`src/rtl/guess_game_pkg.sv`:
```
// guess_game_pkg: shared states, LED patterns and seven-segment lookup for the guessing game
package guess_game_pkg;
   typedef enum logic [1:0] {IDLE, PLAY, WIN, LOSE} state_t;
   localparam logic [9:0] LED_HIGH = 10'b1111100000;
   localparam logic [9:0] LED_LOW  = 10'b0000011111;
   localparam logic [9:0] LED_WIN  = 10'h3FF;
   localparam logic [9:0] LED_LOSE = 10'b0101010101;
   localparam logic [7:0] SEG_BLANK = 8'hFF;
   // index 0 sits in the LSBs; all entries keep dp (bit 7) high
   localparam logic [9:0][7:0] SEG_LUT = {8'h90, 8'h80, 8'hF8, 8'h82, 8'h92,
                                          8'h99, 8'hB0, 8'hA4, 8'hF9, 8'hC0};
endpackage

```
`src/rtl/seg7_decode.sv`:
```
// seg7_decode: one BCD digit to active-low {dp,g..a}; non-decimal codes blank the digit
module seg7_decode
   import guess_game_pkg::*;
(
   input  logic [3:0] bcd_i,
   input  logic       dp_on_i,
   output logic [7:0] seg_o
);
   always_comb seg_o = (bcd_i > 4'd9) ? SEG_BLANK : {~dp_on_i, SEG_LUT[bcd_i][6:0]};
endmodule

```
`src/rtl/guess_game_core.sv`:
```
// guess_game_core: multi-digit number guessing game with try limit, button front end
// and seven-segment/LED feedback
module guess_game_core
   import guess_game_pkg::*;
#(
   parameter int DIGITS    = 3,
   parameter int MAX_TRIES = 7,
   parameter int TW        = $clog2(MAX_TRIES + 1)
)(
   input  logic              clk,
   input  logic              rst_n,
   input  logic              enable,
   input  logic              btn_inc,
   input  logic              btn_sel,
   input  logic              btn_submit,
   input  logic              secret_ld,
   input  logic [4*DIGITS-1:0] secret_bcd,
   output logic [8*DIGITS-1:0] seg,
   output logic [9:0]        led,
   output logic [TW-1:0]     tries_left,
   output logic              won,
   output logic              lost
);
   localparam int NB = 4 * DIGITS;
   localparam logic [1:0] LAST = 2'(DIGITS - 1);
   logic [2:0] sync1_q, sync2_q, prev_q, btn_edge;
   logic [NB-1:0] cnt_q, cnt_d, guess_q, secret_q;
   logic [1:0] cursor_q;
   logic [TW-1:0] tries_q;
   logic [9:0] led_q;
   logic [3:0] cur_dig;
   logic carry, restart, last_try;
   state_t state_q;

   // bit 2 = submit, 1 = inc, 0 = sel; index order is also the priority order
   assign btn_edge = sync2_q & ~prev_q;
   assign cur_dig  = guess_q[{cursor_q, 2'b00} +: 4];
   assign restart  = (state_q == IDLE) || ((state_q == WIN || state_q == LOSE) && btn_edge[2]);
   assign last_try = tries_q <= TW'(1);

   always_comb begin
      cnt_d = cnt_q;
      carry = 1'b1;
      for (int i = 0; i < DIGITS; i++)
         if (carry) begin
            carry = cnt_q[4*i +: 4] == 4'd9;
            cnt_d[4*i +: 4] = carry ? 4'd0 : cnt_q[4*i +: 4] + 4'd1;
         end
   end

   always_ff @(posedge clk or negedge rst_n)
      if (!rst_n) begin
         sync1_q <= '0;
         sync2_q <= '0;
         prev_q  <= '0;
         cnt_q   <= '0;
      end else begin
         sync1_q <= {btn_submit, btn_inc, btn_sel};
         sync2_q <= sync1_q;
         prev_q  <= sync2_q;
         cnt_q   <= cnt_d;
      end

   always_ff @(posedge clk or negedge rst_n)
      if (!rst_n) begin
         state_q  <= IDLE;
         guess_q  <= '0;
         cursor_q <= LAST;
         tries_q  <= TW'(MAX_TRIES);
         led_q    <= '0;
         secret_q <= '0;
      end else begin
         if (!enable) begin
            state_q  <= IDLE;
            guess_q  <= '0;
            cursor_q <= LAST;
            tries_q  <= TW'(MAX_TRIES);
            led_q    <= '0;
         end else if (restart) begin
            state_q  <= PLAY;
            secret_q <= cnt_q;
            guess_q  <= '0;
            cursor_q <= LAST;
            tries_q  <= TW'(MAX_TRIES);
            led_q    <= '0;
         end else if (state_q == PLAY) begin
            if (btn_edge[2]) begin
               if (guess_q == secret_q) begin
                  state_q <= WIN;
                  led_q   <= LED_WIN;
               end else begin
                  tries_q <= tries_q - TW'(tries_q != '0);
                  state_q <= last_try ? LOSE : PLAY;
                  led_q   <= last_try ? LED_LOSE : (guess_q > secret_q ? LED_HIGH : LED_LOW);
               end
            end else if (btn_edge[1]) begin
               guess_q[{cursor_q, 2'b00} +: 4] <= (cur_dig == 4'd9) ? 4'd0 : cur_dig + 4'd1;
               led_q <= '0;
            end else if (btn_edge[0])
               cursor_q <= (cursor_q == LAST) ? 2'd0 : cursor_q + 2'd1;
         end
         // test load overrides a same-cycle capture
         if (enable && secret_ld) secret_q <= secret_bcd;
      end

   for (genvar g = 0; g < DIGITS; g++) begin : g_dig
      logic [3:0] bcd;
      assign bcd = (state_q == IDLE) ? 4'hF :
                   (state_q == LOSE) ? secret_q[4*g +: 4] : guess_q[4*g +: 4];
      seg7_decode u_dec (
         .bcd_i   (bcd),
         .dp_on_i (state_q == PLAY && cursor_q == 2'(g)),
         .seg_o   (seg[8*g +: 8])
      );
   end

   assign led        = led_q;
   assign tries_left = tries_q;
   assign won        = state_q == WIN;
   assign lost       = state_q == LOSE;
endmodule

```
`config.mk`:
```
export PLATFORM = sky130hd
export DESIGN_NAME = guess_game_core
export DESIGN_NICKNAME = d
export VERILOG_FILES = /design/src/rtl/guess_game_pkg.sv /design/src/rtl/seg7_decode.sv /design/src/rtl/guess_game_core.sv
export SDC_FILE = /design/constraint.sdc
export NUM_CORES = 1
export LEC_CHECK = 0
export ABC_AREA = 1
export CAP_MARGIN = 20
export CORE_MARGIN = 3
export CORE_UTILIZATION = 55
export CTS_CLUSTER_SIZE = 8
export DETAILED_ROUTE_END_ITERATION = 6
export GPL_TIMING_DRIVEN = 1
export PLACE_DENSITY = 0.81
export SLEW_MARGIN = 30
export SYNTH_ARGS = -nofsm -noshare
export SYNTH_HDL_FRONTEND = slang
export SYNTH_HIERARCHICAL = 1
export SYNTH_SLANG_ARGS = --single-unit
```
`constraint.sdc`:
```
create_clock -name clk -period 3.2 [get_ports clk]
set_clock_uncertainty 0.05 [all_clocks]
set_input_delay 0.64 -clock clk [delete_from_list [all_inputs] [get_ports clk]]
set_output_delay 0.64 -clock clk [all_outputs]
set_load 0.01 [all_outputs]
```
### After elaboration in Yosys (flattened, before gate mapping)

Memories as Yosys holds them, arrays and structs flattened.
Index checks and enable logic that the tools add are counted.

| word-level totals | value |
|---|---|
| memories | 3 |
| register bits after elaboration | 62 |
| input port bits | 19 |
| logic and storage cells | 126 |
| bits in read-only memories | 384 |
| output and inout port bits | 39 |

Memories:

| name | words | width | read ports | clocked after Yosys merged registers in | write ports | line | source |
|---|---|---|---|---|---|---|---|
| (name not given) | 16 | 8 | 1 | 0 | 0 | seg7_decode.sv:9 | `always_comb seg_o = (bcd_i > 4'd9) ? SEG_BLANK : {~dp_on_i, SEG_LUT[bcd_i][6:0]};` |
| (name not given) | 16 | 8 | 1 | 0 | 0 | seg7_decode.sv:9 |  |
| (name not given) | 16 | 8 | 1 | 0 | 0 | seg7_decode.sv:9 |  |

| operators by class | value |
|---|---|
| add/subtract/negate cells | 7 |
| shift-type cells | 3 |
| bitwise logic cells | 5 |
| reductions and logical operators | 18 |
| order comparisons | 8 |
| equality and inequality tests | 18 |
| muxes and demuxes | 52 |

Operators by type and width:

| operator | number |
|---|---|
| 12-bit two-way mux | 8 |
| 10-bit two-way mux | 8 |
| 4-bit two-way mux | 10 |
| 2-bit two-way mux | 13 |
| 8-bit two-way mux | 3 |
| 7-bit two-way mux | 3 |
| 4-bit by 1-bit adder with 4-bit output, second input constant | 4 |
| 4-bit == test, second input constant | 4 |
| 4-bit by 5-bit less-than comparator with 1-bit output, second input constant | 3 |
| 3-bit two-way mux | 5 |
| 12-bit bitwise mux | 1 |
| 12-bit == test | 1 |
| 12-bit > comparator | 1 |
| 4-bit > comparator, second input constant | 3 |
| 3-bit by 1-bit != test with 1-bit output, second input constant | 4 |
| 4-bit by 6-bit variable shift with 12-bit output, first input constant | 1 |
| 12-bit by 5-bit indexed part select with 4-bit output | 1 |
| 4-bit by 6-bit indexed part select with 12-bit output | 1 |
| 2-bit == test, second input constant | 3 |
| 3-bit by 2-bit != test with 1-bit output, second input constant | 2 |
| 4-bit negation with 6-bit output | 1 |
| 2-bit AND reduction | 3 |
| 3-bit AND reduction | 2 |
| 1-bit logical AND | 5 |
| 15 further kinds | 21 |

### Logic depth before layout (Yosys ltp)

Gate-level depths: netlist of run 1.

| logic depth | value |
|---|---|
| depth after elaboration | 10 |
| gate-level depth with buffers | 14 |
| mapped depth without buffers | 13 |

### Cells and area by module

The synthesis of run 1 kept the hierarchy.

Modules (own cells, without submodules):

| module | instances | area each (sq um) | seq. area each (sq um) | cells each |
|---|---|---|---|---|
| guess_game_core | 1 | 3,342.0 | 1,406.3 | 429 |
| seg7_decode | 3 | 198.9 | 0.0 | 33 |

### Worst setup path before layout of run 1

Ideal clock, no wire load.

| path | value |
|---|---|
| kind | reg-to-output |
| start point | register state_q[0] |
| end point | output port seg[11] |
| data arrival time | 2,065 ps |
| slack | 445 ps |
| data required time | 2,510 ps |
| path buffers | 1 |
| cell stages (with the launch flop) | 10 |
| path through | dfrtp_1 > nand2_1 > clkinv_1 > clkbuf_1 > a22oi_1 > inv_1 > ha_1 > nand2_1 > inv_1 > o21ai_0 |

| between the ends | value |
|---|---|
| longest elaborated chain between the ends | 6 |
| elaborated cells between the ends (all ways) | 8 |
| those cells by class | order compare: 1; eq/ne: 1; mux: 4; reduce/logical: 1; memory: 1 |

Ends and longest elaborated chain:

| what | line | source |
|---|---|---|
| start: declaration | guess_game_core.sv:33 | `state_t state_q;` |
| start signal: assignment | guess_game_core.sv:93 | `state_q <= last_try ? LOSE : PLAY;` |
| 2-bit == test (*) | n/a |  |
| via lost | guess_game_core.sv:22 | `output logic lost` |
| 4-bit two-way mux (*) | guess_game_core.sv:109 | `(state_q == LOSE) ? secret_q[4*g +: 4] : guess_q[4*g +: 4];` |
| 4-bit two-way mux (*) | guess_game_core.sv:108 | `assign bcd = (state_q == IDLE) ? 4'hF :` |
| via g_dig[1].bcd[0] | guess_game_core.sv:107 | `logic [3:0] bcd;` |
| memory read 16 x 8 bit | n/a |  |
| 7-bit two-way mux (not written as such) | seg7_decode.sv:9 |  |
| 8-bit two-way mux (*) | seg7_decode.sv:9 |  |
| end: declaration | guess_game_core.sv:18 | `output logic [8*DIGITS-1:0] seg,` |

Mark *: on every way through the listed nets, which the timed path passes. The rest lies on a longest branch. The select of a mux whose other input is x is not followed.

### Worst setup path in the final report of run 1

| path | value |
|---|---|
| start point | register state_q[1] |
| end point | output port seg[11] |

| between the ends | value |
|---|---|
| longest elaborated chain between the ends | 6 |
| elaborated cells between the ends (all ways) | 8 |
| those cells by class | order compare: 1; eq/ne: 1; mux: 4; reduce/logical: 1; memory: 1 |

Ends and longest elaborated chain:

| what | line |
|---|---|
| 2-bit == test | guess_game_core.sv:109 |
| 4-bit two-way mux | guess_game_core.sv:109 |
| 4-bit two-way mux (*) | guess_game_core.sv:108 |
| via g_dig[1].bcd[0] | guess_game_core.sv:107 |
| memory read 16 x 8 bit | n/a |
| 7-bit two-way mux (not written as such) | seg7_decode.sv:9 |
| 8-bit two-way mux (*) | seg7_decode.sv:9 |

Marked as above.

==> flow_results.org, run 1 <==
** Layout
- Non-Filler Instances :: 692
- The layout has 575 filler cells.
- Area of the multi-input gates :: 2150 um^2
- The net count of the finished layout is 649.
- Register Area :: 1406 um^2
- Relative to the synthesized area, the layout overhead comes to 21.25%.
- Of the cells placed in the final design, the portion with a size suffix greater than 1 is 12.25%.
- Diode insertion count for antenna repair :: 0

** Worst setup path
- Class of the most critical setup path :: reg2out
- Cell breakdown of the critical path :: buf_4 > nor2_4 > nor2_1 > buf_4 > a22oi_2 > inv_1 > ha_1 > nand2_1 > inv_1 > o21ai_0 > dlygate4sd2_1
- The critical path contains buffers and inverters numbering 5 combined.
- CP Launch Type :: flip-flop
- Sort of element at the end of the critical path :: primary output
- The critical path crosses 11 cells after its start point.
- Reg2reg setup slack :: 1.06 ns
- At the worst endpoint, the arrival time is 2.33 ns.
- RR Endpoint :: guess_q[10]$_DFFE_PN0P_
- Worst reg2reg startpoint :: cursor_q[0]$_DFFE_PN0P_
- Crit-path slowest cell :: dfrtp_1
- Largest stage delay on the critical path :: 0.41 ns
- Start point of the critical path :: state_q[1]$_DFFE_PN0P_
- In this design, the largest share of critical-path delay is due to buffers and inverters.
- STA puts the critical path data required time at 2.51 ns.
- Crit path capture :: seg[11]
- Measured in cells, the most critical reg-to-reg path has a length of 11.
- Of all nets on the critical path, the largest fanout is 7.

** Detailed routing
- Dividing the detail-routed wire length by the instance count gives 13.47 um.
- Summing over every cut layer, the via total after detailed routing is 3,581.
- After detailed routing, the number of remaining DRC violations is 0.
- For this block, the routed nets add up to 9318 um of wire.
- Using the TritonRoute via totals, the vias-per-cell ratio works out to 5.175.
- Initial DRC Count :: 187
- The pre-antenna-repair detailed-routing pass consisted of 5 iterations.
- The count of nets left with antenna violations once routing finished came out at 0.

** GRT
- Entering global routing, the biggest net connects 31 pins.
- The first global-routing pass estimated 15,580 um of wire.
- The number of global-route vias before repair came to 3,385.
- For this run the aggregate overflow at the end of global routing stands at 0.
- Antenna violations before repair :: 0
- GRT Overall Usage :: 23.08%

** Synthesis
- Gate Count Post-Synth :: 528
- Largest area contributor in the netlist :: dfrtp_1
- Each instance of the synthesized netlist takes up on average 7.460 um^2.
- After synthesis, the netlist uses 34 different library cells.
- In the post-synthesis netlist, the biggest area contributors are dfrtp_1, nand2_1, ha_1.
- For this run, the register share of the synthesized area comes to 35.71%.
- YS warnings :: 6
- Syn Std Cell Area :: 3939 um^2
- In this run, synthesis produced a sequential element count of 56.
- In this run the biggest area consumer among cell types represents 33.04% of the synthesized area.
- The number of nets in the synthesized netlist is 582.

** Timing
- For the pin with the worst max-slew slack, the measured transition is 0.6728 ns.
- The worst pin sits at a relative slew slack of 54.97%.
- Setup total negative slack on the finished layout was measured at 0 ns.
- Setup repair after global routing missed its margin :: false
- Part of the cycle the worst path needs :: 94.53%
- The final hold violation count was 0.
- Hold is met by 0.2815 ns.
- Count of endpoints failing setup in the final report :: 0
- Based on the critical path, the design can be clocked at up to 330.6 MHz.
- The number of max-slew violations in the final report is 0.
- For the finished layout, the period the worst path requires is 3.025 ns.

** Die
- The die is 90.63 um tall.
- The initial utilization of the core area, before any placement, comes to 57.34%.
- Die outline area :: 8213 um^2
- The die is 90.63 um wide.
- The floorplan has 30 rows.
- In this run the count of I/O pins placed on the die edge is 58.
- Area of the core region :: 6869 um^2

** Clocking
- The tree is rooted in a clkbuf_8.
- Clock Pin Slew Worst Setup and Hold Paths :: 0.10 ns
- TritonCTS built the clock tree.
- In this run the deepest clock path goes through 2 buffers.
- Clk_lat worst skew :: 0.32 ns
- The H-tree was split into 2 levels.
- Clk sinks :: 56
- In this run, CTS created clock tree buffers numbering 5.

** Pwr
- Peak supply drop :: 0.2959 mV
- Power density relative to cell area :: 444.9 nW/um^2
- For this design the static power due to leakage is 2.553 nW.
- Total Power :: 2.125 mW

** Job
- Max-cap violations in this run came to 0.

** Place
- Placed instance count :: 681
- In this run the tool buffered the top-level ports with 57 buffer cells.
- HPWL after detailed placement :: 7334 um
- At the end of routability-driven placement, the weighted congestion stood at 0.9450.

** Status
- The flow ran to the end, and the final reports show no timing, DRC or antenna violations.

** Hold path
- Classification of the worst-slack hold path :: in2async
-- how the worst min path moves through the flow --
stage	from	depth (start not counted)	end
after global routing	rst_n	1	sync1_q[1]$_DFF_PN0_
final	rst_n	1	sync1_q[1]$_DFF_PN0_
after global placement	sync1_q[2]$_DFF_PN0_	0	sync2_q[2]$_DFF_PN0_
after CTS	rst_n	1	sync1_q[1]$_DFF_PN0_
after detailed placement	sync1_q[1]$_DFF_PN0_	0	sync2_q[1]$_DFF_PN0_
after floorplan	sync1_q[0]$_DFF_PN0_	0	sync2_q[0]$_DFF_PN0_
-- area by class of cell --
type	instances	share of cell area [%]
clock buffers	6	1.520
well taps	96	2.515
repair buffers	74	14.30
inverters	80	6.392
flip-flops and latches	56	29.45
multi-input cells	378	45.01
clock inverters	2	0.8122
-- layout by cell type (no fill, tap or decap), types with 11 or more instances in the layout --
master,synthesis,layout
buf_4,7,16
o211ai_1,11,11
o21ai_2,11,11
ha_1,35,35
dfrtp_1,52,52
clkdlybuf4s50_1,0,32
nand2_1,162,162
o21ai_0,27,26
inv_1,73,73
dlygate4sd2_1,0,20
a21oi_1,12,12
nand3_1,32,32
nor2_1,39,39
-- repair_timing --
item,in CTS,in global routing
setup buffers,3,0
cloned,0,0
endpoints found under the setup margin,24,5
resized for setup,26,6
pin swaps,3,0
hold buffers,0,0
-- metal layers --
metal	global-route usage (%)	part of all wire (%)	routed length (um)
met4	6.250	1.2	114
met1	29.76	44	4070
met5	0	0	0
met2	40.27	49	4605
met3	3.500	5.7	527
-- cells by family after synthesis --
group,share of synthesized area [%]
and+or+nand+nor,29.42
buffers and inverters,10.10
AOI/OAI and AO/OA,12.99
DFF,35.71
adders and majority gates,11.12
xor gates and xnor gates,0.6672
-- sequential cells by signal, summed over array words and instances, names as in the netlist --
| name | count |
|---|---|
| prev_q | 3 |
| cnt_q | 12 |
| guess_q | 12 |
| sync1_q | 3 |
| state_q | 2 |
| cursor_q | 2 |
| tries_left | 3 |
| sync2_q | 3 |
| led | 4 |
| secret_q | 12 |
-- synth_stat cells, drive strengths merged --
cell type,number
nand2,171
inv,79
dfrtp,52
nor2,45
o21ai,40
ha,35
nand3,35
a21oi,14
buf,12
o211ai,11
a22oi,7
nor3,5
dfstp,4
nand3b,3
nand4,3
xor2,3
a31oi,2
clkbuf,2
a21o,1
and2,1
clkinv,1
o21a,1
o21bai,1
-- stage by stage --
stage / util, % / setup WS, ns / cell area [um^2]
2_1_floorplan: - / 0.4452 / 3939
3_3_place_gp: 67.61 / 0.1929 / 4644
3_5_place_dp: 67.61 / 0.09898 / 4644
4_1_cts: 69.47 / 0.00003553 / 4772
5_1_grt: 69.53 / 0.005875 / 4776
6_report: 69.53 / 0.1750 / 4776
-- where the power goes --
group	total, mW	internal [mW]	switching (mW)
logic	0.861	0.340	0.521
clock network	0.474	0.237	0.238
registers	0.789	0.758	0.0310
total	2.12	1.33	0.790
(Power assumes the default switching activity.)
==> run 2, diff against run 1 <==
CORE_ASPECT_RATIO = 1.4   (was unset)
==> run 2 against run 1 <==
Against the previous run:
- critical path depth fell by 1
- die area is 0.17% higher
- highest routed layer unchanged
- critical endpoint is now seg[7]
- maximum frequency down 1.2%
- clock power decreased by 10%
- register-to-register slack improved by 0.02 ns
- via count is 0.47% higher
- worst setup slack worse by 0.036 ns
- non-clock buffer count fell by 3
- final cell count is 1.0% lower
- sequential power about the same
- core utilization rose by 0.96 points
- final area grew 0.18%
==> flow_results.org, run 2 (same netlist as run 1, synthesis figures left out) <==
** Status
- Outcome :: complete, no violations

** Clocking
- After clock tree synthesis, the clock-pin slew on the worst setup and hold paths is 0.10 ns.
- In this run the clock root is driven by a clkbuf_8.
- Clk_lat worst skew :: 0.31 ns
- No sink is reached through more buffers than the 2 on the longest clock path.
- Total clock buffers created by CTS :: 5
- Number of buffers inserted for hold repair after clock tree synthesis :: 0
- TritonCTS clock tree :: built
- Clk sinks :: 56
- H-tree lvl count :: 2

** Die
- The initial utilization of the core area, before any placement, comes to 58.03%.
- From bottom edge to top edge, the die measures 106.1 um.
- Die outline area :: 8227 um^2
- Die Wd :: 77.52 um
- The core region is 6788 um^2.
- During I/O placement, the number of pins put on the boundary was 58.
- In this run the core area contains 35 standard-cell rows.

** Place
- At the end of routability-driven placement, the weighted congestion stood at 0.8767.
- After legalization and detailed placement, the total HPWL measured 7441 um.
- In this run the tool buffered the top-level ports with 57 buffer cells.
- Minimum setup slack after placement :: 0.1398 ns

** Timing
- Headroom to the max-slew limit :: 55.58%
- Fin. Hold Viols :: 0
- Worst Tran Pin Value :: 0.6639 ns
- Part of the cycle the worst path needs :: 95.65%
- Fin. max-slew vios :: 0
- Max Freq :: 326.7 MHz
- Setup violations remaining at the end of the flow were counted as 0.
- Final worst slack :: 0.1392 ns
- The routed design could run at a clock period as short as 3.061 ns.
- Setup repair after global routing missed its margin :: true

** Layout
- End-of-flow core utilization :: 70.49%
- Proportion of layout cells with a drive suffix above 1 :: 13.15%
- In the layout the commonest cells are nand2_1, inv_1, dfrtp_1, nor2_1.
- Leading cell type in the layout, fill and taps excluded :: nand2_1
- Number of nets in the final layout :: 646
- Syn-to-layout area delta :: 21.47%
- Registers with the most flip-flops :: cnt_q x12, guess_q x12, secret_q x12
- The number of antenna diodes in the final layout is 0.

** Detailed routing
- The first detailed-routing pass took 4 iterations.
- Remaining number of nets flagged by the antenna check after routing :: 0
- Total Wirelength :: 9247 um
- After detailed routing, the number of vias per cell comes to 5.253.
- The detailed router finished its first iteration with 135 violations.
- After detailed routing, the average wire length per cell comes to 13.50 um.
- Routed via count :: 3,598
- Final routed DRC violation total :: 0

** Job
- Max-cap violations in this run came to 0.

** Hold path
- The min-delay analysis places its worst path in the category in2async.

** Worst setup path
- WP data required :: 2.51 ns
- Sort of element at the end of the critical path :: primary output
- Traced cell by cell, the critical path runs through buf_4 > nor2_4 > nor2_4 > a22oi_2 > buf_4 > ha_1 > nand2_2 > nand3_4 > nand2_1 > clkdlybuf4s50_1.
- The worst register-to-register path begins at cursor_q[1]$_DFFE_PN1P_.
- The critical path is of the reg2out type.
- Of all nets on the critical path, the largest fanout is 8.
- The worst setup path is launched from a flip-flop.
- Crit-path slowest cell :: clkdlybuf4s50_1
- Start point of the critical path :: state_q[0]$_DFFE_PN0P_
- The kind of cell with the highest combined delay along the critical path is buffers and inverters.
- In this design, the stage delay of the slowest critical-path cell is 0.54 ns.
- CP arrival :: 2.37 ns
- Critical path buffer and inverter count :: 3

** GRT
- Across every metal layer, demand over resource in global routing totals 23.32%.
- The number of global-route vias before repair was 3,543.
- For this run the aggregate overflow at the end of global routing stands at 0.
- The initial antenna violation count is 0.
- Entering global routing, the biggest net connects 32 pins.
- The first global-routing pass estimated 15,620 um of wire.

** Pwr
- Power spread over the standard cell area amounts to 436.5 nW/um^2.
- The worst-case IR drop observed on VDD is 0.4360 mV.
- In this run the static leakage power is 2.584 nW.
run 2: cell types whose count changed in the layout (fill, tap and decap cells not counted), moves of 2 or more:
cell / previous run / this run
a22oi_1: 4 / 2
inv_2: 6 / 9
dlygate4sd2_1: 20 / 9
clkdlybuf4s50_1: 32 / 34
inv_1: 73 / 71
dlymetal6s2s_1: 3 / 12
clkbuf_8: 5 / 7
a22oi_2: 3 / 5
buf_4: 16 / 13
run 2: worst paths after layout:
path	to	slack, ns	cells after the start
worst max-delay path	seg[7]	0.14	10
worst min-delay path	led[7]$_DFFE_PN0P_	0.26	1
worst max register to register	guess_q[10]$_DFFE_PN0P_	1.08	11
min in group clk	sync2_q[1]$_DFF_PN0_	0.31	0
max in group asynchronous	cnt_q[3]$_DFF_PN0_	2.03	2
worst min register to register	sync2_q[1]$_DFF_PN0_	0.31	0
run 2: repair_timing:
item                                    in CTS  in global routing
endpoints found under the setup margin      21                 16
cloned                                       0                  0
pin swaps                                    1                  1
resized for setup                           13                 25
buffers inserted                             0                  2
run 2: through the flow:
stage	instances	hold WS (ns)	total power, mW	TNS, ns	area (um^2)
finish	685	0.2573	2.088	0	4785
global route	685	0.2969	2.240	-0.01814	4785
CTS	683	0.2822	2.092	0	4712
detailed placement	675	0.2879	1.704	0	4612
global placement	675	0.2865	1.667	0	4612
floorplan	528	0.2812	1.341	0	3939
run 2: final cells by class:
cell class / instances / area [um^2]
clock buffer: 8 / 100.1
fill: 569 / 2003
inverter: 80 / 300.3
multi-input combinational: 378 / 2173
sequential: 56 / 1408
tap: 92 / 115.1
timing repair buffer: 71 / 688.2
run 2: metal layers:
layer	routed length (um)	share of wire, %	GRT usage (%)
met3	358	3.9	3.051
met5	0	0	0
met4	278	3.0	8.779
met1	3652	39	26.36
met2	4957	54	43.88
run 2: power breakdown:
group	switching [mW]	internal [mW]
Combinational	0.521	0.352
Clock	0.227	0.198
Sequential	0.0311	0.759
Total	0.779	1.31
==> run 3, diff against run 2 <==
GPL_ROUTABILITY_DRIVEN = 0   (was unset)
TNS_END_PERCENT = 1   (was unset)
==> run 3 against run 2 <==
Against the previous run:
- the run now ends with negative setup slack left
- hold slack gained 0.031 ns
- count of clock-buffer cells in the layout shrank 3
- via count is 0.33% higher
- critical path depth did not move
- first-iteration DRC count grew 13%
- wire length fell by 2.1%
- sequential share of layout area up 0.55 points
- non-clock buffer count decreased by 3
- die area did not move
- final area fell by 1.9%
- clock power shrank 14%
- combinational power is essentially flat
- highest routed layer unchanged
==> flow_results.org, run 3 (same netlist as run 1, synthesis figures left out) <==
** Timing
- Count of endpoints failing setup in the final report :: 1
- For the pin with the worst max-slew slack, the measured transition is 0.6654 ns.
- Based on the critical path, the design can be clocked at up to 311.7 MHz.
- Measured against its own limit, the worst slew margin works out to 55.47%.
- Part of the cycle the worst path needs :: 100.2%
- Fin. max-slew vios :: 0
- For the final routed database, the setup TNS stands at -0.007917 ns.
- Final worst slack :: -0.007917 ns
- Setup repair after global routing could not meet its margin everywhere.
- Post-Route Hold Slack :: 0.2880 ns
- Counting I/O delays and the setup requirement, the final critical path takes 3.208 ns.
- The final hold violation count is 0.

** Die
- From left edge to right edge, the die measures 77.52 um.
- Area of the core region :: 6788 um^2
- Cell Rows :: 35
- Die outline area :: 8227 um^2
- Effective utilization at floorplan :: 58.03%
- Ports placed on the boundary :: 58
- Die Y :: 106.1 um

** Detailed routing
- Detailed routing inserted a total of 3,610 vias.
- Final routed DRC violation total :: 0
- After the first detailed-routing iteration, the DRC count stood at 153.
- Total Wirelength :: 9053 um
- Before antenna repair, the detailed router went through 5 iterations.
- Remaining number of nets flagged by the antenna check after routing :: 0
- Dividing the detail-routed wire length by the instance count gives 13.29 um.
- Via count normalized by instance count :: 5.301

** Layout
- Leading cell types in the layout, fill and taps excluded :: nand2_1, inv_1, dfrtp_1, clkdlybuf4s50_1, nor2_1
- Once layout is complete, the utilization of the core stands at 69.12%.
- Compared with the post-synthesis result, the final layout area differs by 19.12%.
- With fillers left out, the area of the finished cells amounts to 4692 um^2.
- The count of cells in the finished layout, fillers not included, comes to 681.
- Register Area :: 1406 um^2
- Area of the multi-input gates :: 2147 um^2
- Fillers :: 550
- The library cell used most frequently in the layout, excluding fill and tap cells, is nand2_1.
- The repair_antennas step left the layout with diodes totalling 0.
- The net count of the finished layout is 643.
- Proportion of layout cells with a drive suffix above 1 :: 11.21%
- Registers with the most flip-flops :: cnt_q x12, guess_q x12, secret_q x12

** Place
- OpenSTA, run right after detailed placement, puts the worst setup slack at 0.1269 ns.
- Placed instance count :: 674
- The placed instances occupy a cell area of 4604 um^2.
- HPWL after detailed placement :: 7428 um
- Buffers placed on the I/O ports in this run total 57.

** Worst setup path
- CP Launch Type :: flip-flop
- In this run the worst path has a maximum fanout of 12.
- Class of the most critical setup path :: reg2out
- Data on the critical path arrives at its endpoint at 2.52 ns.
- At the worst endpoint, the required time is 2.51 ns.
- Counting cells, the worst reg-to-reg path comes to 11.
- The worst setup path is captured at a primary output.

** GRT
- GRT Overall Usage :: 23.52%
- The number of global-route vias before repair was 3,500.
- Global-route wire length before repair :: 15,760 um
- Maximum number of pins on one net before global-route repair :: 31
- Antenna violations before repair :: 0
- The total overflow left after global routing is 0.

** Status
- The run finished, with violations left.
- The final reports fail on negative setup slack.

** Clocking
- Clock Pin Slew Worst Setup and Hold Paths :: 0.09 ns
- CTS saw 56 sinks.
- Clk_lat worst skew :: 0.30 ns
- TritonCTS clock tree :: built
- Bufs on Longest Clock Path :: 2
- H-tree lvl count :: 2
- Clock root buffer :: clkbuf_8
- Clock tree synthesis inserted a total of 5 buffers.

** Pwr
- Power comes to 2.029 mW.
- In this run the static leakage power is 2.493 nW.
- For this design the ratio of total power to cell area is 432.5 nW/um^2.
- The worst-case IR drop observed on VDD is 0.3569 mV.

** Hold path
- The tightest min-delay check is of the in2async type.

** Job
- Max-cap violations in this run came to 0.
==> run 3: report_power, final <==
part / internal (mW) / total (mW) / switching (mW)
Combinational: 0.360 / 0.872 / 0.512
Sequential: 0.758 / 0.790 / 0.0319
Clock: 0.149 / 0.367 / 0.219
==> run 3: layer usage <==
metal / up-vias / routed length [um] / share of wire, % / global-route usage (%)
met2: 103 / 4770 / 53 / 42.71
met1: 1681 / 3668 / 41 / 28.01
li1: 1804 / - / - / -
met3: 22 / 331 / 3.7 / 2.458
met4: 0 / 282 / 3.1 / 9.669
met5: - / 0 / 0 / 0
==> run 3: area by class of cell <==
class	instances	share of cell area, %
clock buffer	5	1.467
clock inverter	2	0.2667
inverter	80	6.427
multi-input combinational	378	45.76
sequential	56	29.97
tap	92	2.453
timing repair buffer	68	13.65
==> run 3: repair_timing <==
action                     4_1_cts  5_1_grt
setup endpoints to repair       24       16
cloned                           0        0
hold buffers                     0        0
gates resized for setup         10        3
buffers inserted                 0        0
==> run 3: final timing paths <==
path / from / endpoint / slack [ns]
worst max-delay path: state_q[1]$_DFFE_PN0P_ / seg[8] / -0.008
worst min-delay path: rst_n / led[3]$_DFFE_PN0P_ / 0.29
min in group clk: sync1_q[2]$_DFF_PN0_ / sync2_q[2]$_DFF_PN0_ / 0.31
worst min register to register: sync1_q[2]$_DFF_PN0_ / sync2_q[2]$_DFF_PN0_ / 0.31
worst max register to register: cursor_q[1]$_DFFE_PN1P_ / guess_q[6]$_DFFE_PN0P_ / 1.03
max in group asynchronous: rst_n / cursor_q[1]$_DFFE_PN1P_ / 2.11
==> run 3: worst max-delay path, stage by stage (launching register included) <==
cell             delay [ns]
dfrtp_1                0.39
nand2_1                0.08
clkinv_2               0.12
buf_4                  0.20
a22oi_1                0.24
inv_1                  0.11
ha_1                   0.22
nand2_2                0.09
nand3_4                0.11
o21ai_0                0.10
clkdlybuf4s50_1        0.55
==> edit 1 (flow settings as in run 2) <==
The 4 states of `state_t` get a Gray code encoding in 2 bits.
--- a/src/rtl/guess_game_pkg.sv
+++ b/src/rtl/guess_game_pkg.sv
@@ -1,6 +1,6 @@
 // guess_game_pkg: shared states, LED patterns and seven-segment lookup for the guessing game
 package guess_game_pkg;
-   typedef enum logic [1:0] {IDLE, PLAY, WIN, LOSE} state_t;
+   typedef enum logic [1:0] {IDLE = 2'b00, PLAY = 2'b01, WIN = 2'b11, LOSE = 2'b10} state_t;
    localparam logic [9:0] LED_HIGH = 10'b1111100000;
    localparam logic [9:0] LED_LOW  = 10'b0000011111;
    localparam logic [9:0] LED_WIN  = 10'h3FF;
Check against the original RTL: no difference found for any inputs over 4 cycles, from zero or initial values and one cycle with rst_n low; so few cycles prove little.
==> edit 1 against run 2 <==
Sequential cell count unchanged; clock power shrank 4.7%; power down 16%; cell count decreased by 0.58%; design area fell by 1.7%; critical endpoint is now seg[21]; wire length fell by 6.4%; synthesized area is 0.25% lower; synthesized cell count rose by 0.57%; non-clock buffer count fell by 7; utilization shrank 0.73 points; highest routed layer unchanged; largest power group is now sequential cells; global-route usage shrank 1.2 points; worst setup slack better by 0.0068 ns; first-iteration DRC count grew 53%.
==> edit 1: results (changes against run 2) <==
<table>
<tr><th>Metric</th><th>Value</th></tr>
<tr><th colspan="2">Outcome</th></tr>
<tr><td>Status</td><td>finished, final reports clean</td></tr>
<tr><th colspan="2">Layout</th></tr>
<tr><td>Cell Count, Final, Fillers Out</td><td>681 (-0.58%)</td></tr>
<tr><td>Clock buffer count in the final layout</td><td>7 (-1)</td></tr>
<tr><td>Number of sequential cells</td><td>56 (unchanged)</td></tr>
<tr><td>Fraction of area in clock buffers and inverters</td><td>2.02% (-0.071 points)</td></tr>
<tr><td>Count of non-CTS inverters in the layout</td><td>91 (+14%)</td></tr>
<tr><td>Multi-input gates</td><td>370 (-2.1%)</td></tr>
<tr><td>Area occupied by multi-input gates</td><td>2100 µm² (-3.5%)</td></tr>
<tr><td>Buffer share of cell area</td><td>13.7% (-0.66 points)</td></tr>
<tr><td>Non-Clock Buffer Count</td><td>64 (-9.9%)</td></tr>
<tr><th colspan="2">Routing</th></tr>
<tr><td>Metal2 WL</td><td>4540 µm (-8.4%)</td></tr>
<tr><td>Initial detailed-routing violation count</td><td>207 (+53%)</td></tr>
<tr><td>Routed via count divided by cell count</td><td>5.18 (-1.4%)</td></tr>
<tr><th colspan="2">GRT</th></tr>
<tr><td>GR Layer Usage met2</td><td>40.2% (-3.7 points)</td></tr>
<tr><td>Total routing usage reported by global routing</td><td>22.1% (-1.2 points)</td></tr>
<tr><td>Pin count of the biggest net entering global routing</td><td>56 (+75%)</td></tr>
<tr><th colspan="2">Power and ir drop</th></tr>
<tr><td>Peak supply drop</td><td>0.228 mV (-48%)</td></tr>
<tr><td>Leak</td><td>2.52 nW (-2.6%)</td></tr>
<tr><td>Sum of internal, switching and leakage power</td><td>0.00175 W (-16%)</td></tr>
<tr><th colspan="2">Synthesis</th></tr>
<tr><td>Area share of fa/ha/maj cells after synthesis</td><td>11.1% (+0.028 points)</td></tr>
<tr><td>Post-synthesis net count</td><td>585 (+0.52%)</td></tr>
<tr><td>Ranking of synthesized cells by instance count</td><td>151 x sky130_fd_sc_hd__nand2_1, 85 x sky130_fd_sc_hd__inv_1, 52 x sky130_fd_sc_hd__dfrtp_1, 44 x sky130_fd_sc_hd__nor2_1, 35 x sky130_fd_sc_hd__ha_1</td></tr>
<tr><td>Area fraction in compound gates after synthesis</td><td>11.9% (-1.1 points)</td></tr>
<tr><td>Xor/xnor cell area share of the yosys netlist</td><td>0.892% (+0.22 points)</td></tr>
<tr><th colspan="2">STA</th></tr>
<tr><td>Worst slew margin</td><td>67.3% (+12 points)</td></tr>
<tr><th colspan="2">Placement</th></tr>
<tr><td>Post-placement cell area</td><td>4570 µm² (-0.98%)</td></tr>
<tr><td>Pre-CTS worst setup slack</td><td>0.334 ns (+0.194 ns)</td></tr>
<tr><th colspan="2">Clock network</th></tr>
<tr><td>Count of cells resized by post-cts repair</td><td>1 (-12)</td></tr>
</table>
[edit 1: final timing paths]
kind	from	to	slack [ns]	cells after the start
setup / recovery	state_q[0]$_DFFE_PN0P_	seg[21]	0.15	11
hold / removal	rst_n	sync1_q[1]$_DFF_PN0_	0.05	1
setup reg to reg	cursor_q[1]$_DFFE_PN1P_	guess_q[8]$_DFFE_PN0P_	1.06	11
hold reg to reg	sync1_q[0]$_DFF_PN0_	sync2_q[0]$_DFF_PN0_	0.31	0
max in group asynchronous	rst_n	cursor_q[1]$_DFFE_PN1P_	2.54	2
min in group clk	sync1_q[0]$_DFF_PN0_	sync2_q[0]$_DFF_PN0_	0.31	0
[edit 1: report_power, final]
| part | internal [W] | switching, W | total [W] | leakage, nW |
|---|---|---|---|---|
| Sequential | 0.000747 | 0.0000295 | 0.000777 | 0.711 |
| Clock | 0.000178 | 0.000227 | 0.000405 | 0.0484 |
| Combinational | 0.000240 | 0.000326 | 0.000566 | 1.76 |
| Total | 0.00117 | 0.000582 | 0.00175 | 2.52 |
==> edit 2 (config.mk and constraints of run 2) <==
Made on the original files. `MAX_TRIES`: 7 -> 6.
--- a/src/rtl/guess_game_core.sv
+++ b/src/rtl/guess_game_core.sv
@@ -4,7 +4,7 @@
    import guess_game_pkg::*;
 #(
    parameter int DIGITS    = 3,
-   parameter int MAX_TRIES = 7,
+   parameter int MAX_TRIES = 6,
    parameter int TW        = $clog2(MAX_TRIES + 1)
 )(
    input  logic              clk,
Behaviour: not the same (Yosys sat finds a counterexample within 4 cycles, from zero or initial values and one cycle with rst_n low).
==> edit 2 against run 2 <==
Clock power down 4.9%; count of clock-buffer cells in the layout down 2; worst setup slack better by 0.0087 ns; sequential cell count unchanged; design area is 0.10% lower; maximum frequency rose by 0.29%; synthesized area fell by 0.92%; power fell by 2.0%; wire length decreased by 2.0%; die area down 0.86%; critical endpoint is now seg[21].
==> edit 2: results (changes against run 2) <==
<table>
<tr><th>Metric</th><th>Value</th></tr>
<tr><th colspan="2">Layout</th></tr>
<tr><td>Cell Count, Final, Fillers Out</td><td>689 (+0.58%)</td></tr>
<tr><td>NumNets Final</td><td>650 (+0.62%)</td></tr>
<tr><td>Layout cells sized above 1</td><td>12.7% (-0.42 points)</td></tr>
<tr><td>Number of fill cells in the layout</td><td>566 (-0.53%)</td></tr>
<tr><th colspan="2">Synthesis</th></tr>
<tr><td>Share of the yosys chip area belonging to registers</td><td>36.0% (+0.30 points)</td></tr>
<tr><td>Ranking of synthesized cells by instance count</td><td>161 x sky130_fd_sc_hd__nand2_1, 74 x sky130_fd_sc_hd__inv_1, 53 x sky130_fd_sc_hd__dfrtp_1, 38 x sky130_fd_sc_hd__nor2_1, 35 x sky130_fd_sc_hd__ha_1</td></tr>
<tr><td>Main area contributors after synthesis</td><td>sky130_fd_sc_hd__dfrtp_1 34%, sky130_fd_sc_hd__nand2_1 15%, sky130_fd_sc_hd__ha_1 11%</td></tr>
<tr><td>Average footprint of a synthesized cell</td><td>7.39 µm² (-0.92%)</td></tr>
<tr><td>Synth cell types</td><td>36 (+5.9%)</td></tr>
<tr><th colspan="2">GRT</th></tr>
<tr><td>GRT met3 Usage</td><td>2.39% (-0.66 points)</td></tr>
<tr><td>Wire length of the first global-routing pass</td><td>15,300 µm (-2.1%)</td></tr>
<tr><td>Met1 Use GR</td><td>26.5% (+0.11 points)</td></tr>
<tr><td>Total routing usage reported by global routing</td><td>22.8% (-0.54 points)</td></tr>
<tr><th colspan="2">Placement</th></tr>
<tr><td>Placed wire-length estimate</td><td>7250 µm (-2.6%)</td></tr>
<tr><td>Pre-CTS worst setup slack</td><td>0.149 ns (+0.00884 ns)</td></tr>
<tr><th colspan="2">STA</th></tr>
<tr><td>Worst slew margin</td><td>56.4% (+0.81 points)</td></tr>
<tr><th colspan="2">Routing</th></tr>
<tr><td>Metal2 WL</td><td>4800 µm (-3.3%)</td></tr>
<tr><td>Overall via count from detail_route</td><td>3,601 (+0.083%)</td></tr>
<tr><td>Met3 routed wirelength</td><td>322 µm (-10%)</td></tr>
<tr><td>Initial detailed-routing violation count</td><td>199 (+47%)</td></tr>
<tr><td>Average detailed-routed wire length per instance</td><td>13.2 µm (-2.5%)</td></tr>
<tr><th colspan="2">Critical path</th></tr>
<tr><td>Top fanout value on the critical path</td><td>6 (-2)</td></tr>
<tr><td>Maximum cell stage delay along the critical path</td><td>0.40 ns (-0.14 ns)</td></tr>
<tr><th colspan="2">Power and ir drop</th></tr>
<tr><td>Net switching power</td><td>0.000768 W (-1.4%)</td></tr>
<tr><th colspan="2">Outcome</th></tr>
<tr><td>Status</td><td>finished, final reports clean</td></tr>
</table>
-- edit 2: cell count changes after synthesis --
cell,before,now
sky130_fd_sc_hd__o21ai_0,27,33
sky130_fd_sc_hd__nor2_1,39,38
sky130_fd_sc_hd__o22ai_1,0,1
sky130_fd_sc_hd__o21ai_2,11,3
sky130_fd_sc_hd__clkbuf_1,2,3
sky130_fd_sc_hd__o21ai_1,0,1
sky130_fd_sc_hd__nand2_1,162,161
sky130_fd_sc_hd__dfrtp_1,52,53
sky130_fd_sc_hd__dfstp_2,4,3
sky130_fd_sc_hd__nor2_2,2,4
sky130_fd_sc_hd__buf_4,7,6
sky130_fd_sc_hd__inv_1,73,74
sky130_fd_sc_hd__nor2_4,4,3
-- edit 2: kinds of logic after synthesis --
group	after synthesis	synth area share, %
AOI/OAI and AO/OA	77	12.4
DFF	56	36.0
and+or+nand+nor	262	29.5
xor gates and xnor gates	3	0.673
buffers and inverters	95	10.2
adders and majority gates	35	11.2
-- edit 2: worst register-to-register path, delay by kind of cell (launching register included) --
| family | cells | cell delay, ns |
|---|---|---|
| buf+inv | 2 | 0.31 |
| simple gates | 8 | 1.02 |
| flops | 1 | 0.60 |
| fa+ha+maj | 1 | 0.18 |
-- edit 2: worst paths after layout --
path | start | end | slack, ns | depth (start not counted)
worst min register to register | sync1_q[0]$_DFF_PN0_ | sync2_q[0]$_DFF_PN0_ | 0.31 | 0
worst max register to register | cursor_q[0]$_DFFE_PN0P_ | guess_q[10]$_DFFE_PN0P_ | 0.99 | 11
max in group asynchronous | rst_n | secret_q[2]$_DFFE_PN0P_ | 2.11 | 2
worst max-delay path | state_q[0]$_DFFE_PN0P_ | seg[21] | 0.15 | 13
min in group clk | sync1_q[0]$_DFF_PN0_ | sync2_q[0]$_DFF_PN0_ | 0.31 | 0
worst min-delay path | rst_n | sync2_q[0]$_DFF_PN0_ | 0.30 | 1
-- edit 2: area by class of cell --
cell class | instances | area, µm² | area share, %
clock buffers | 6 | 82.6 | 1.73
clock inverters | 2 | 15.0 | 0.314
inverters | 81 | 307 | 6.41
multi-input cells | 377 | 2140 | 44.8
flip-flops and latches | 56 | 1410 | 29.4
well taps | 92 | 115 | 2.41
repair buffers | 75 | 712 | 14.9
-- edit 2: power by group through the flow --
stage / Combinational, W / Clock (W) / Sequential (W)
2_1_floorplan: 0.000524 / 0 / 0.000790
5_1_grt: 0.000967 / 0.000433 / 0.000788
4_1_cts: 0.000848 / 0.000413 / 0.000782
3_5_place_dp: 0.000867 / 0 / 0.000796
3_3_place_gp: 0.000839 / 0 / 0.000794
6_report: 0.000860 / 0.000404 / 0.000783
-- edit 2: repair_timing --
action,4_1_cts,5_1_grt
endpoints found under the hold margin,0,0
gates resized for setup,20,22
endpoints found under the setup margin,24,20
setup buffers,1,5
pin swaps,2,3
